**src/rtl/byte2bit_pkg.sv**
```systemverilog
// byte2bit_pkg: shared types and widths for the byte-to-bit serializer.
// FSM encodings, FIFO entry layout and a helper that builds an entry.
package byte2bit_pkg;

    typedef enum logic {
        ST_EMPTY  = 1'b0,
        ST_LOADED = 1'b1
    } state_t;

    localparam int BYTE_W  = 8;
    localparam int TAG_W   = 2;
    localparam int ENTRY_W = BYTE_W + TAG_W;

    // Entry layout is {win1, win0, data}; tags travel verbatim with the byte.
    function automatic logic [ENTRY_W-1:0] pack_entry(
        input logic [BYTE_W-1:0] data,
        input logic              win0,
        input logic              win1
    );
        return {win1, win0, data};
    endfunction

endpackage

```
**src/rtl/byte2bit_fifo.sv**
```systemverilog
// byte2bit_fifo: DEPTH-deep synchronous FIFO with a registered occupancy count.
// Read data is the head entry (show-ahead); full/empty come from the count so a
// pop in a cycle never frees a slot for a push in that same cycle.
module byte2bit_fifo
    import byte2bit_pkg::*;
#(
    parameter int DEPTH = 4,
    parameter int AW    = 2,
    parameter int W     = ENTRY_W
) (
    input  logic         clk,
    input  logic         reset_n,
    input  logic         push,
    input  logic [W-1:0] din,
    input  logic         pop,
    output logic [W-1:0] dout,
    output logic         full,
    output logic         empty
);

    logic [W-1:0]  mem [DEPTH];
    logic [AW-1:0] wr_ptr;
    logic [AW-1:0] rd_ptr;
    logic [AW:0]   cnt;
    logic          do_push;
    logic          do_pop;

    assign full    = (cnt == (AW+1)'(DEPTH));
    assign empty   = (cnt == '0);
    assign do_push = push & ~full;
    assign do_pop  = pop & ~empty;
    assign dout    = mem[rd_ptr];

    // Storage write; contents need no reset because the pointers gate reads.
    always_ff @(posedge clk) begin
        if (do_push) begin
            mem[wr_ptr] <= din;
        end
    end

    // Pointers wrap naturally at DEPTH (power of two); count tracks occupancy.
    always_ff @(posedge clk) begin
        if (!reset_n) begin
            wr_ptr <= '0;
            rd_ptr <= '0;
            cnt    <= '0;
        end else begin
            if (do_push) begin
                wr_ptr <= wr_ptr + AW'(1);
            end
            if (do_pop) begin
                rd_ptr <= rd_ptr + AW'(1);
            end
            case ({do_push, do_pop})
                2'b10:   cnt <= cnt + (AW+1)'(1);
                2'b01:   cnt <= cnt - (AW+1)'(1);
                default: cnt <= cnt;
            endcase
        end
    end

endmodule

```
**src/rtl/byte2bit.sv**
```systemverilog
// byte2bit: byte-to-bit serializer in front of the LDPC encoder.
// Tagged bytes enter through a valid/ready port into a small FIFO; each encoder
// request emits one bit (LSB first) with the byte's window tags one cycle later.
// Handshake: a byte transfers on a clock edge where byte_sync & byte_rdy; the
// sender holds byte_sync/data/tags stable until then. byte_rdy never depends
// on byte_sync.
// Optional macro BYTE2BIT_UNDERRUN_EN adds sticky underrun flag and a
// saturating count of requests that could not be served.
module byte2bit
    import byte2bit_pkg::*;
#(
    parameter int DEPTH = 4,
    parameter int AW    = 2
) (
    input  logic        clk,
    input  logic        reset_n,
    input  logic        byte_sync,
    input  logic [7:0]  byte_data,
    input  logic        byte_win0,
    input  logic        byte_win1,
    output logic        byte_rdy,
    input  logic        ldpc_bit_req,
    output logic        ldpc_en_in,
    output logic        ldpc_din,
    output logic        ts0_win,
    output logic        ts1_win,
    output logic        state_dbg
`ifdef BYTE2BIT_UNDERRUN_EN
    ,
    output logic        underrun,
    output logic [15:0] underrun_cnt
`endif
);

    state_t              state;
    state_t              state_n;
    logic [BYTE_W-1:0]   sr;
    logic [TAG_W-1:0]    tag;
    logic [2:0]          bit_cnt;
    logic [ENTRY_W-1:0]  fifo_dout;
    logic                fifo_full;
    logic                fifo_empty;
    logic                push;
    logic                pop;
    logic                load;
    logic                emit;
    logic                clr_tags;

    // Ready is held low throughout reset, otherwise reflects the registered count.
    assign byte_rdy  = reset_n & ~fifo_full;
    assign push      = byte_sync & byte_rdy;
    assign state_dbg = state;

    byte2bit_fifo #(
        .DEPTH (DEPTH),
        .AW    (AW),
        .W     (ENTRY_W)
    ) u_fifo (
        .clk     (clk),
        .reset_n (reset_n),
        .push    (push),
        .din     (pack_entry(byte_data, byte_win0, byte_win1)),
        .pop     (pop),
        .dout    (fifo_dout),
        .full    (fifo_full),
        .empty   (fifo_empty)
    );

    // FSM state register.
    always_ff @(posedge clk) begin
        if (!reset_n) begin
            state <= ST_EMPTY;
        end else begin
            state <= state_n;
        end
    end

    // Next state and datapath controls: load when idle, emit on request, reload on last bit.
    always_comb begin
        state_n  = state;
        pop      = 1'b0;
        load     = 1'b0;
        emit     = 1'b0;
        clr_tags = 1'b0;
        case (state)
            ST_EMPTY: begin
                if (!fifo_empty) begin
                    pop     = 1'b1;
                    load    = 1'b1;
                    state_n = ST_LOADED;
                end else begin
                    clr_tags = 1'b1;
                end
            end
            ST_LOADED: begin
                if (ldpc_bit_req) begin
                    emit = 1'b1;
                    if (bit_cnt == 3'd7) begin
                        if (!fifo_empty) begin
                            pop  = 1'b1;
                            load = 1'b1;
                        end else begin
                            state_n = ST_EMPTY;
                        end
                    end
                end
            end
            default: state_n = ST_EMPTY;
        endcase
    end

    // Shift register, bit counter and registered outputs; a load overrides the counter step.
    always_ff @(posedge clk) begin
        if (!reset_n) begin
            sr         <= '0;
            tag        <= '0;
            bit_cnt    <= '0;
            ldpc_en_in <= 1'b0;
            ldpc_din   <= 1'b0;
            ts0_win    <= 1'b0;
            ts1_win    <= 1'b0;
        end else begin
            ldpc_en_in <= emit;
            if (emit) begin
                ldpc_din <= sr[bit_cnt];
                ts0_win  <= tag[0];
                ts1_win  <= tag[1];
                bit_cnt  <= bit_cnt + 3'd1;
            end
            if (load) begin
                sr      <= fifo_dout[BYTE_W-1:0];
                tag     <= fifo_dout[ENTRY_W-1:BYTE_W];
                bit_cnt <= '0;
            end
            if (clr_tags) begin
                ts0_win <= 1'b0;
                ts1_win <= 1'b0;
            end
        end
    end

`ifdef BYTE2BIT_UNDERRUN_EN
    // Sticky flag and saturating count of requests arriving with nothing loaded.
    always_ff @(posedge clk) begin
        if (!reset_n) begin
            underrun     <= 1'b0;
            underrun_cnt <= '0;
        end else if (ldpc_bit_req && (state == ST_EMPTY)) begin
            underrun <= 1'b1;
            if (underrun_cnt != 16'hFFFF) begin
                underrun_cnt <= underrun_cnt + 16'd1;
            end
        end
    end
`endif

endmodule
```
**config.mk**
```make
export PLATFORM = sky130hd
export DESIGN_NAME = byte2bit
export DESIGN_NICKNAME = d
export VERILOG_FILES = /design/src/rtl/byte2bit_pkg.sv /design/src/rtl/byte2bit_fifo.sv /design/src/rtl/byte2bit.sv
export SDC_FILE = /design/constraint.sdc
export NUM_CORES = 1
export LEC_CHECK = 0
export CORE_MARGIN = 5
export CORE_UTILIZATION = 45
export DETAILED_ROUTE_END_ITERATION = 10
export GPL_ROUTABILITY_DRIVEN = 0
export PLACE_DENSITY = 0.65
export SLEW_MARGIN = 20
export SYNTH_ARGS = -nofsm -noshare
export SYNTH_HDL_FRONTEND = slang
export SYNTH_SLANG_ARGS = --single-unit
```
**constraint.sdc**
```tcl
create_clock -name clk -period 7 [get_ports clk]
set_input_delay 1.05 -clock clk [delete_from_list [all_inputs] [get_ports clk]]
set_output_delay 1.05 -clock clk [all_outputs]
set_load 0.02 [all_outputs]
```
# ---- Word-level counts from Yosys, hierarchy flattened
# Memories as Yosys holds them, arrays and structs flattened. A register that Yosys moved wholly into a read port is not among the register bits.
# Index checks and enable logic that the tools add are counted.
dict set report op_classes {
  n_addsub 5
  order_cmp 1
  eq_ne 4
  muxes 16
  n_bitwise 8
  n_reduce_logical 5
}
# operator n
set op_table {}
lappend op_table {{$mux 1} 12}
lappend op_table {{$add 3x1->3 const B} 2}
lappend op_table {{$eq 3x3->1 const B} 2}
lappend op_table {{$pmux 3 s2} 1}
lappend op_table {{$add 2x1->2 const B} 2}
lappend op_table {{$and 1x1->1} 4}
lappend op_table {{$lt 3x4->1 const B} 1}
lappend op_table {{$not 1->1} 4}
lappend op_table {{$pmux 1 s2} 2}
lappend op_table {{$reduce_or 2->1} 2}
lappend op_table {{$bmux 1 s3} 1}
lappend op_table {{$logic_not 3->1} 1}
lappend op_table {{$sub 3x1->3 const B} 1}
lappend op_table {{$eq 2x1->1 const B} 1}
lappend op_table {{$eq 2x2->1 const B} 1}
lappend op_table {{$reduce_bool 2->1} 1}
lappend op_table {{$logic_not 1->1} 1}
dict set report word_totals {
  ff_bits 15
  ramBits 40
  in_bits 14
  out_inout_bits 6
  memories 1
}
# memory words word_bits rd rd_clocked_by_memory_dff write_ports line_no
set mem_list {}
lappend mem_list {u_fifo.mem 4 10 1 1 1 byte2bit_fifo.sv:21} ;# logic [W-1:0] mem [DEPTH];

# ---- Logic depth before layout (Yosys ltp)
dict set report depth {
  word_depth 8
  ltp_mapped 10
}

# ---- Cells and area by module
# Synthesis repeated with hierarchy kept, for this count alone.
dict set report unflattened {
  hier_cells 191
  area_unflattened_um2 2711.4
}
# mod instances cells_each area_per_inst_um2
set by_module_without_submodules {}
lappend by_module_without_submodules {byte2bit_fifo 1 106 1933.1}
lappend by_module_without_submodules {byte2bit 1 85 778.2}

# ---- Least setup slack after synthesis
# Ideal clock, no wire load.
dict set report synth_path {
  path_type {input -> register}
  startpoint {input ldpc_bit_req}
  endpoint {register u_fifo.cnt[2]}
  arrival_time_ns 2.784
  required_ns 6.930
  path_slack_ns 4.146
  path_stages 8
  path_buffers 1
  cell_sequence {a21boi_2 > clkbuf_1 > nor2_1 > ha_1 > fa_1 > xnor2_1 > or3_2 > a21oi_1}
}
dict set report synth_between {
  elab_chain_len 5
  word_cells_on_any_way 7
  classes_between {2 x eq/ne; 3 x mux; 1 x bitwise; 1 x reduce/logical}
}
# element line_no
set synth_rtl {}
lappend synth_rtl {{start: declaration} byte2bit.sv:22} ;# input logic ldpc_bit_req,
lappend synth_rtl {{$mux 1 *} byte2bit.sv:96} ;# if (ldpc_bit_req) begin
lappend synth_rtl {{$pmux 1 s2 *} byte2bit.sv:85} ;# case (state)
lappend synth_rtl {{$and 1x1->1 *} byte2bit_fifo.sv:31} ;# assign do_pop = pop & ~empty;
lappend synth_rtl {{named net u_fifo.do_pop} byte2bit_fifo.sv:26} ;# logic do_pop;
lappend synth_rtl {{$eq 2x1->1 / $eq 2x2->1 (equally long branches)} byte2bit_fifo.sv:54} ;# case ({do_push, do_pop})
lappend synth_rtl {{$pmux 3 s2 / $reduce_bool 2->1 (equally long branches)} -}
lappend synth_rtl {{end signal: assignment} byte2bit_fifo.sv:55} ;# 2'b10: cnt <= cnt + (AW+1)'(1);
lappend synth_rtl {{end signal: assignment} byte2bit_fifo.sv:56} ;# 2'b01: cnt <= cnt - (AW+1)'(1);
lappend synth_rtl {{end signal: assignment} byte2bit_fifo.sv:57} ;# default: cnt <= cnt;
lappend synth_rtl {{end: declaration} byte2bit_fifo.sv:24} ;# logic [AW:0] cnt;
# Mark *: on every way through the listed nets, which the timed path passes. The rest lies on a longest branch.
# A chain may end at the register's enable or synchronous reset.

# ---- Worst setup path in the final report
dict set report layout_path {
  startpoint {input reset_n}
  endpoint {output byte_rdy}
}
dict set report layout_between {
  elab_chain_len 1
}
# element line_no
set layout_rtl {}
lappend layout_rtl {{start: declaration} byte2bit.sv:16} ;# input logic reset_n,
lappend layout_rtl {{$and 1x1->1} byte2bit.sv:50} ;# assign byte_rdy = reset_n & ~fifo_full;
lappend layout_rtl {{end: declaration} byte2bit.sv:21} ;# output logic byte_rdy,
# Every way passes these cells.

==> impl_metrics.json <==
{
  "outcome": "finished, final reports clean",
  "start_kind": "input port",
  "ys_seq_area_frac": 0.636,
  "clkSlewWorstSetupHoldPaths_ns": 0.07,
  "htreeDepth": 3,
  "synth_nets": 209,
  "core_region_area_sq_mm": 0.00585,
  "grtUsageMet2": 0.231,
  "postCtsSetupBuffers": 0,
  "cts_buffers": 9,
  "path_max_fanout": 8,
  "top_usage_layer": "met2",
  "drv_slew": 0,
  "cts_tree": "done",
  "grtUsageMet3": 0.0350,
  "die_area_sq_mm": 0.00759,
  "yosys-top-cells-area": "edfxtp_1 (45%), dfxtp_1 (19%), mux4_1 (6.9%), a21oi_1 (3.7%), mux4_2 (3.4%)",
  "setup_viol": 0,
  "grt_pass1_vias": 1575,
  "wl_per_cell_microns": 16.4,
  "fin_nets": 228,
  "diodes": 0,
  "ys_warn_count": 0,
  "dpl.hpwl_microns": 3230,
  "drt_iter0_markers": 169,
  "die_height_microns": 87.1,
  "synth_seq_cells": 65,
  "skew_ns": 0.00744,
  "first_pass_iters": 4,
  "max_slew_margin": 0.452,
  "endpoint": "byte_rdy",
  "cp.required_ns": 5.95,
  "worst_pin_slew_ns": 0.818,
  "crit_type": "input port to output pin",
  "cts_resized": 0,
  "p_per_area_mw_per_mm2": 359,
  "cts_num_sinks": 65,
  "clkLatencyLatePin_ns": 0.32,
  "synth_cell_type_count": 32,
  "gr-usage-met1": 0.156,
  "critPathArrivalTime_ns": 2.44,
  "nFillCells": 476,
  "num_vias": 1515,
  "max_freq_ghz": 0.286,
  "final_util": 0.526,
  "peakVddDrop_v": 0.000175,
  "portBuffers": 19,
  "ios": 20,
  "grt.overflow.total": 0,
  "synth-main-ff-cell": "edfxtp_1",
  "reg2reg_depth": 9,
  "async_flop_share": 0,
  "num_rows": 28,
  "crit_path_start": "reset_n",
  "rrSetupSlack_ns": 4.16,
  "post_synth_instance_area_sq_mm": 0.00268,
  "tns_ns": 0,
  "period_needed_ns": 3.49,
  "endpoint_kind": "output pin",
  "cts_hold_buf": 0,
  "synth_top_area_share": 0.449,
  "grt_usage": 0.137,
  "grt_pass1_wl_microns": 7520,
  "die_w_microns": 87.1,
  "yosysMostFrequentCell": "edfxtp_1",
  "antenna_found_initial": 0,
  "synth_area_leader_cell": "edfxtp_1",
  "antenna_left": 0,
  "start_util": 0.457,
  "hold_violations": 0,
  "synthTopCellsByCount": "edfxtp_1 (40), dfxtp_1 (25), a21oi_1 (20)",
  "synth_edf_count": 40,
  "synthCells": 187,
  "rr_endpoint": "u_fifo.cnt[2]$_SDFFE_PN0P_",
  "cts-root-buf": "clkbuf_8",
  "r2r_start": "bit_cnt[0]$_SDFFE_PP0P_",
  "synthToLayoutAreaGrowth_pct": 15.0,
  "holdCritPathClass": "flop to flop",
  "fin_crit_sh": 0.499,
  "drc_errors": 0,
  "drive_gt1_frac": 0.133,
  "p_leak_nw": 1.03,
  "clockBufferDepth": 2,
  "syn_area_per_cell_sq_um": 14.3,
  "rsz0062_at_grt": "false",
  "wl_microns": 4690,
  "grt_max_degree": 21,
  "viasPerCell": 5.32,
  "maxCapViolCount": 0
}
-- layout by cell type (no fill, tap or decap) --
master           instances
ha_1                     7
nor2_1                   5
and3_1                   1
or3b_1                   1
xor2_1                   1
a21oi_1                 20
edfxtp_1                40
a31o_2                   1
clkinv_2                 2
clkinv_1                 2
a21boi_2                 1
nand4_1                  1
nor3_2                   1
a21bo_2                  1
and2_1                   1
o31ai_1                  1
mux4_1                   7
bufinv_16                1
o21ai_0                 14
inv_2                    1
and2_2                   5
clkdlybuf4s50_1         19
clkbuf_1                 1
inv_1                    5
fa_1                     1
or4_1                    1
or3_2                    2
dfxtp_1                 25
clkbuf_8                 9
nand2_1                  8
xnor2_1                  2
mux2i_1                  6
mux4_2                   4
nand3_1                 11
o211ai_1                 2
-- flip-flops by register name, indices dropped and copies added (netlist names) --
register       count
tag                2
ldpc_en_in         1
ts0_win            1
bit_cnt            3
ldpc_din           1
u_fifo.mem        40
u_fifo.rd_ptr      2
sr                 8
state_dbg          1
u_fifo.wr_ptr      2
u_fifo.cnt         3
ts1_win            1
-- cell type report --
type / count / area (sq um) / share of cell area
Clock buffer: 10 / 128 / 0.0415
Multi-Input combinational cell: 105 / 892 / 0.290
Sequential cell: 65 / 1700 / 0.553
Clock inverter: 5 / 47.5 / 0.0155
Tap cell: 75 / 93.8 / 0.0305
Inverter: 6 / 22.5 / 0.00732
Timing Repair Buffer: 19 / 190 / 0.0618
-- how the worst min path moves through the flow --
stage                                   start              endpoint  cells past startpoint
after global routing      tag[0]$_SDFFE_PN0P_  ts0_win$_SDFFE_PP0P_                      2
after CTS                 tag[0]$_SDFFE_PN0P_  ts0_win$_SDFFE_PP0P_                      2
after floorplan           tag[0]$_SDFFE_PN0P_  ts0_win$_SDFFE_PP0P_                      2
after global placement    tag[0]$_SDFFE_PN0P_  ts0_win$_SDFFE_PP0P_                      2
final                     tag[0]$_SDFFE_PN0P_  ts0_win$_SDFFE_PP0P_                      2
after detailed placement  tag[0]$_SDFFE_PN0P_  ts0_win$_SDFFE_PP0P_                      2
-- metrics by stage --
stage | cells | power, mW | setup WS [ns] | area [sq um] | hold slack [ns]
floorplan | 187 | 0.753 | 4.15 | 2680 | 0.428
global placement | 270 | 0.810 | 3.52 | 2900 | 0.446
detailed placement | 270 | 0.831 | 3.48 | 2900 | 0.457
CTS | 285 | 1.11 | 3.49 | 3080 | 0.471
global route | 285 | 1.17 | 3.45 | 3080 | 0.483
finish | 285 | 1.10 | 3.51 | 3080 | 0.475
-- worst max-delay path: stages --
cell and delay (ns):
clkdlybuf4s50_1 0.61, and2_2 0.19, clkdlybuf4s50_1 0.59
-- where the power goes --
group          switching (mW)  internal (mW)  leakage (nW)
logic                   0.163          0.142         0.372
clock network           0.124          0.159        0.0910
registers              0.0564          0.461         0.567
-- per-layer routing --
metal,vias to the layer above,part of all wire
met5,-,0
met4,0,0.010
met3,4,0.033
met2,25,0.53
met1,738,0.43
li1,748,-
-- cells by family after synthesis --
family	synth area share
flops	0.636
compound gates	0.0833
simple gates	0.0753
buf+inv	0.0304
mux	0.125
fa+ha+maj	0.0402
xor+xnor	0.00982
Note: power is estimated with default switching activity, not from simulation.
